### src/rtl/rv_pkg.sv
// Shared RV32I integer-file definitions: default widths and register/data types.
// Blocks that need other sizes override these defaults through their own parameters.
package rv_pkg;

    localparam int XLEN  = 32;
    localparam int NREGS = 32;
    localparam int AW    = $clog2(NREGS);

    localparam logic [AW-1:0] REG_ZERO = 5'd0;

    typedef logic [AW-1:0]   reg_addr_t;
    typedef logic [XLEN-1:0] xlen_t;

endpackage

### src/rtl/regfile_mp_sb_if.sv
// Bus between the ID stage and the register file: operand reads, write-back and issue tracking.
// The master side is the pipeline; the slave side is the register file.
interface regfile_mp_sb_if #(
    parameter int XLEN = rv_pkg::XLEN,
    parameter int AW   = rv_pkg::AW,
    parameter int NRD  = 2,
    parameter int CW   = $clog2(rv_pkg::NREGS + 1)
);
    logic [NRD*AW-1:0]   ra;
    logic [NRD*XLEN-1:0] rd;
    logic [NRD-1:0]      rd_busy;
    logic                stall;
    logic                we;
    logic [AW-1:0]       wa;
    logic [XLEN-1:0]     wd;
    logic                issue_en;
    logic [AW-1:0]       issue_rd;
    logic                flush;
    logic [CW-1:0]       pend_cnt;

    modport master (
        output ra, we, wa, wd, issue_en, issue_rd, flush,
        input  rd, rd_busy, stall, pend_cnt
    );

    modport slave (
        input  ra, we, wa, wd, issue_en, issue_rd, flush,
        output rd, rd_busy, stall, pend_cnt
    );
endinterface

### src/rtl/rf_scoreboard.sv
// Pending-destination tracker: flush beats write-back clear, and an issue to the same register
// as a write-back wins so the newer producer stays outstanding.
module rf_scoreboard #(
    parameter int  NREGS = rv_pkg::NREGS,
    localparam int AW    = $clog2(NREGS),
    localparam int CW    = $clog2(NREGS + 1)
) (
    input  logic             clk,
    input  logic             rst,
    input  logic             we,
    input  logic [AW-1:0]    wa,
    input  logic             issue_en,
    input  logic [AW-1:0]    issue_rd,
    input  logic             flush,
    output logic [NREGS-1:0] pending,
    output logic [CW-1:0]    pend_cnt
);

    logic [NREGS-1:0] pend_d;
    logic [CW-1:0]    cnt_d;
    logic             do_clr;
    logic             do_set;
    logic             inc;
    logic             dec;

    always_comb begin
        pend_d = pending;
        cnt_d  = pend_cnt;
        do_clr = we && (wa != '0);
        do_set = issue_en && (issue_rd != '0);
        inc    = do_set && !pending[issue_rd];
        // a clear that collides with a set on the same register is cancelled
        dec    = do_clr && pending[wa] && !(do_set && (issue_rd == wa));
        if (flush) begin
            pend_d = '0;
            cnt_d  = '0;
        end else begin
            if (do_clr) pend_d[wa] = 1'b0;
            if (do_set) pend_d[issue_rd] = 1'b1;
            cnt_d = pend_cnt + CW'(inc) - CW'(dec);
        end
        pend_d[0] = 1'b0;
    end

    always_ff @(posedge clk or negedge rst) begin
        if (!rst) begin
            pending  <= '0;
            pend_cnt <= '0;
        end else begin
            pending  <= pend_d;
            pend_cnt <= cnt_d;
        end
    end

endmodule

### src/rtl/regfile_mp_sb.sv
// Multi-read-port integer register file with x0 hardwired to zero, optional write-first bypass
// and a write-back scoreboard that flags operands whose producer has not yet written back.
module regfile_mp_sb #(
    parameter int XLEN   = rv_pkg::XLEN,
    parameter int NREGS  = rv_pkg::NREGS,
    parameter int NRD    = 2,
    parameter bit BYPASS = 1'b1
) (
    input  logic           clk,
    input  logic           rst,
    regfile_mp_sb_if.slave bus
);

    localparam int AW = $clog2(NREGS);
    localparam int CW = $clog2(NREGS + 1);

    logic [XLEN-1:0]     regs [NREGS];
    logic [NREGS-1:0]    pending;
    logic [CW-1:0]       pend_cnt;
    logic [NRD*XLEN-1:0] rd_vec;
    logic [NRD-1:0]      busy_vec;

    always_ff @(posedge clk or negedge rst) begin
        if (!rst) begin
            for (int i = 0; i < NREGS; i++) regs[i] <= '0;
        end else if (bus.we && (bus.wa != '0)) begin
            regs[bus.wa] <= bus.wd;
        end
    end

    rf_scoreboard #(.NREGS(NREGS)) u_sb (
        .clk      (clk),
        .rst      (rst),
        .we       (bus.we),
        .wa       (bus.wa),
        .issue_en (bus.issue_en),
        .issue_rd (bus.issue_rd),
        .flush    (bus.flush),
        .pending  (pending),
        .pend_cnt (pend_cnt)
    );

    for (genvar g = 0; g < NRD; g++) begin : g_rd
        logic [AW-1:0]   addr;
        logic            hit;
        logic [XLEN-1:0] rd_word;

        assign addr = bus.ra[g*AW +: AW];
        assign hit  = BYPASS && bus.we && (bus.wa == addr);

        // outputs are forced quiet while reset is held, even if a bypass would match
        always_comb begin
            rd_word = '0;
            if (rst && (addr != '0)) rd_word = hit ? bus.wd : regs[addr];
        end

        assign rd_vec[g*XLEN +: XLEN] = rd_word;
        assign busy_vec[g]            = rst && pending[addr] && !hit;
    end

    assign bus.rd       = rd_vec;
    assign bus.rd_busy  = busy_vec;
    assign bus.stall    = |busy_vec;
    assign bus.pend_cnt = pend_cnt;

endmodule
### src/flat_wrapper.sv
// flat-port wrapper written by rule: the top's interface ports become plain ports
module regfile_mp_sb_flat 
#(
    parameter int XLEN   = rv_pkg::XLEN,
    parameter int NREGS  = rv_pkg::NREGS,
    parameter int NRD    = 2,
    parameter bit BYPASS = 1'b1
)
  (clk, rst, bus_ra, bus_we, bus_wa, bus_wd, bus_issue_en, bus_issue_rd, bus_flush, bus_rd, bus_rd_busy, bus_stall, bus_pend_cnt);
  regfile_mp_sb_if #(.XLEN(XLEN), .NRD(NRD)) bus_i ();
  input  logic clk;
  input  logic rst;
  input wire logic [$bits(bus_i.ra)-1:0] bus_ra;
  input wire logic [$bits(bus_i.we)-1:0] bus_we;
  input wire logic [$bits(bus_i.wa)-1:0] bus_wa;
  input wire logic [$bits(bus_i.wd)-1:0] bus_wd;
  input wire logic [$bits(bus_i.issue_en)-1:0] bus_issue_en;
  input wire logic [$bits(bus_i.issue_rd)-1:0] bus_issue_rd;
  input wire logic [$bits(bus_i.flush)-1:0] bus_flush;
  output wire logic [$bits(bus_i.rd)-1:0] bus_rd;
  output wire logic [$bits(bus_i.rd_busy)-1:0] bus_rd_busy;
  output wire logic [$bits(bus_i.stall)-1:0] bus_stall;
  output wire logic [$bits(bus_i.pend_cnt)-1:0] bus_pend_cnt;
  assign bus_i.ra = bus_ra;
  assign bus_i.we = bus_we;
  assign bus_i.wa = bus_wa;
  assign bus_i.wd = bus_wd;
  assign bus_i.issue_en = bus_issue_en;
  assign bus_i.issue_rd = bus_issue_rd;
  assign bus_i.flush = bus_flush;
  assign bus_rd = bus_i.rd;
  assign bus_rd_busy = bus_i.rd_busy;
  assign bus_stall = bus_i.stall;
  assign bus_pend_cnt = bus_i.pend_cnt;
  regfile_mp_sb #(.XLEN(XLEN), .NREGS(NREGS), .NRD(NRD), .BYPASS(BYPASS)) u_core (.clk(clk), .rst(rst), .bus(bus_i));
endmodule
### config.mk
export PLATFORM = sky130hd
export DESIGN_NAME = regfile_mp_sb_flat
export DESIGN_NICKNAME = d
export VERILOG_FILES = /design/src/rtl/rv_pkg.sv /design/src/rtl/regfile_mp_sb_if.sv /design/src/rtl/rf_scoreboard.sv /design/src/rtl/regfile_mp_sb.sv /design/src/flat_wrapper.sv
export SDC_FILE = /design/constraint.sdc
export NUM_CORES = 2
export LEC_CHECK = 0
export BUFFER_PORTS_ARGS = -buffer_cell sky130_fd_sc_hd__buf_4
export CELL_PAD_IN_SITES_DETAIL_PLACEMENT = 0
export CELL_PAD_IN_SITES_GLOBAL_PLACEMENT = 2
export CORE_UTILIZATION = 35
export CTS_CLUSTER_SIZE = 30
export DETAILED_ROUTE_END_ITERATION = 7
export HOLD_SLACK_MARGIN = 0.02
export PLACE_DENSITY_LB_ADDON = 0.1
export SLEW_MARGIN = 10
export SYNTH_ARGS = -nofsm -noshare
export SYNTH_HDL_FRONTEND = slang
export SYNTH_SLANG_ARGS = --single-unit
### constraint.sdc
create_clock -name clk -period 4.1 [get_ports clk]
set_input_delay 0.615 -clock clk [delete_from_list [all_inputs] [get_ports clk]]
set_output_delay 0.615 -clock clk [all_outputs]
set_load 0.02 [all_outputs]
==> qor.csv <==
metric,value,unit
share of cells above drive strength 1,49.0,%
skew final,0.0137,ns
Flop pwr share,43.3,%
FF-to-FF setup slack,0.73,ns
RSZ-0062 raised after global routing,false,
Post-synth EDFFs,0,
internal power,0.0231,W
vias per inst,5.94,
Max Freq,0.272,GHz
crit path launch,bus_ra[5],
fin nets,4018,
H-tree Lvls,4,
Die Ht,408,µm
sw frac,27.6,%
Detailed Routing Iterations Pass 1,6,
"commonest non-fill, non-tap cell in the layout",dfrtp_1,
"commonest non-fill, non-tap cells in the layout","dfrtp_1, mux2_2, mux4_2",
first-pass GRT wire length,295000,µm
Post-Synthesis Net Count,4071,
setup bufs post-CTS,0,
register area share after synthesis,46.0,%
post-synthesis sequential element count,1061,
CTS root buffer,clkbuf_16,
startpoint type of the worst setup path,input port,
WL/cell,32.4,µm
switching power of the nets,0.00877,W
Synth Flop Type,dfrtp_1,
CTS Buf Count,134,
fillers,15100,
PortBufs,129,
final core occ,40.2,%
setup_tns,0,ns
Tcrit/Tclk final,89.7,%
"Slew Viols, Final",0,
Final ANT Viol Nets,0,
CP max FO,61,
Least-Margin Pin Slew,1.10,ns
CP Class,input port to output port,
hpwl dp,118000,µm
Top-Level Pins,130,
ys async rst share,100,%
Max Cap Violations,0,
Reg2Reg Depth,12,
Crit Reg-Reg Startpoint,u_core.u_sb.pending[31],
syn_area_per_cell,14.4,µm²
worst-skew pair later-pin latency,0.75,ns
CTS resizes,0,
synth warn,0,
"Req. time, crit path",3.48,ns
GP Congestion,0.781,
largest net degree at the start of global routing,158,
"slowest stage cell, crit path",mux4_2,
DIE WIDTH,408,µm
CTS Sinks,1061,
Worst Path Arrival,3.06,ns
final hold violation count,0,
P&R area growth vs syn,13.7,%
"delay-heaviest family, CP",multiplexers,
status,"complete, no violations",
Comb pwr share,19.6,%
static leakage,28.0,nW
worst hold margin,0.00532,ns
Core Rows,148,
crit-path cells,"buf_8, buf_12, mux4_2, mux2i_1, a32oi_1, a32o_1, buf_4",
initial antenna violation count,5,
initial core utilization,35.4,%
Post-Syn Instances,4007,
DRC,0,
Longest Clk Path Bufs,3,
CTS Hold Bufs,0,
Starting DRT DRC Count,2482,
Hold WC Path Type,input port to asynchronous set/reset pin,
Yosys cell types,64,
Max stage delay on crit path,0.58,ns
CTS tree,done,
Synth Cell Area,0.0577,mm²
GRT overflow,0,
die area,0.167,mm²
Slew HR,26.8,%
clock-pin slew on the worst setup and hold paths,0.06,ns
cell count along the critical path,7,
vias in the first global route,38300,
Final Non-Filler Cells,6225,
Max rail drop VDD,0.451,mV
reg2reg end,u_core.u_sb.pend_cnt[5],
DRT Wirelength,202000,µm
routed via count,37000,
Crit. End Element,output port,
Final setup viols,0,
core box area,0.163,mm²
Period minus WS final,3.68,ns
total track usage,24.3,%
WP buf/inv,3,
power per cell area,485,mW/mm²
Cells after DPL,5993,
power share of the clock group,37.2,%
[stage by stage]
stage | cell area (µm²) | setup slack [ns] | power [W]
CTS | 65600 | 0.421 | 0.0322
detailed placement | 61200 | 0.309 | 0.0202
finish | 65600 | 0.422 | 0.0318
global placement | 61200 | 0.227 | 0.0201
global route | 65600 | 0.303 | 0.0334
floorplan | 57700 | 0.534 | 0.0182
[cells in the mapped netlist, types with 8 or more instances]
cell,count,share of area [%]
o22ai_1,65,0.70
o311ai_0,25,0.38
mux2i_1,166,2.9
dfrtp_1,1061,46
nand2_1,132,0.86
clkbuf_1,220,1.4
nor2_1,122,0.79
buf_6,30,0.59
a21oi_1,41,0.36
a22oi_1,63,0.82
buf_4,20,0.26
xor2_1,8,0.12
nand3_1,43,0.37
a32oi_1,32,0.49
nor2b_1,44,0.48
mux2_1,14,0.27
a221o_1,32,0.55
mux4_2,475,19
buf_2,179,1.6
a32o_1,32,0.55
o21ai_0,43,0.37
mux2_2,983,19
inv_1,13,0.085
xnor2_1,11,0.17
a221oi_1,67,1.0
[area by class of cell]
| type | count | area [µm²] | share of cell area, % |
|---|---|---|---|
| multi-input cells | 2472 | 29100 | 44.4 |
| diodes | 1 | 2.50 | 0.00381 |
| well taps | 2175 | 2720 | 4.15 |
| repair buffers | 271 | 2770 | 4.22 |
| inverters | 14 | 55.1 | 0.0839 |
| flip-flops and latches | 1061 | 26600 | 40.5 |
| clock inverters | 23 | 238 | 0.362 |
| clock buffers | 208 | 4130 | 6.29 |
[worst max-delay path by stage]
stage	end	slack, ns
2_1_floorplan	u_core.u_sb.pend_cnt[5]	0.53
3_3_place_gp	u_core.u_sb.pend_cnt[4]	0.23
3_5_place_dp	u_core.u_sb.pend_cnt[5]	0.31
5_1_grt	bus_rd[21]	0.30
4_1_cts	bus_rd[49]	0.42
6_report	bus_rd[49]	0.42
[power by group through the flow]
stage | Sequential (W) | Clock, W | Combinational, W
after detailed placement | 0.0139 | 0 | 0.00628
after global placement | 0.0139 | 0 | 0.00623
after floorplan | 0.0135 | 0 | 0.00474
final | 0.0138 | 0.0118 | 0.00623
after CTS | 0.0137 | 0.0122 | 0.00630
after global routing | 0.0140 | 0.0126 | 0.00672
[worst reg2reg max path, cell delays in order, from the launching register on]
cell and delay, ns:
dfrtp_1 0.48, mux4_2 0.50, mux2_2 0.27, a311oi_1 0.27
o21ai_0 0.17, ha_1 0.33, inv_1 0.05, ha_1 0.20
a21o_1 0.19, a21oi_1 0.23, o21bai_1 0.09, a21oi_1 0.15
mux2_2 0.34
[cell families (layout without fill, tap and decap cells)]
| kind of cell | after synthesis | count (layout) | synth area share (%) |
|---|---|---|---|
| xor+xnor | 19 | 19 | 0.288 |
| other cells | 0 | 1 | 0 |
| simple gates | 388 | 388 | 3.10 |
| flops | 1061 | 1061 | 46.0 |
| mux | 1638 | 1638 | 40.9 |
| compound gates | 420 | 420 | 5.53 |
| fa+ha+maj | 7 | 7 | 0.165 |
| buf+inv | 474 | 516 | 4.05 |
[registers in the layout, summed over array words and instances, names as in the netlist]
| name | count |
|---|---|
| u_core.regs | 1024 |
| u_core.u_sb.pend_cnt | 6 |
| u_core.u_sb.pending | 31 |
[per-layer routing]
| layer | wire (µm) | global-route usage (%) |
|---|---|---|
| met5 | 26 | 0 |
| met4 | 4330 | 5.70 |
| met3 | 8240 | 3.44 |
| met2 | 95600 | 38.6 |
| met1 | 93400 | 35.0 |
Power figures use the tool's default switching activity.
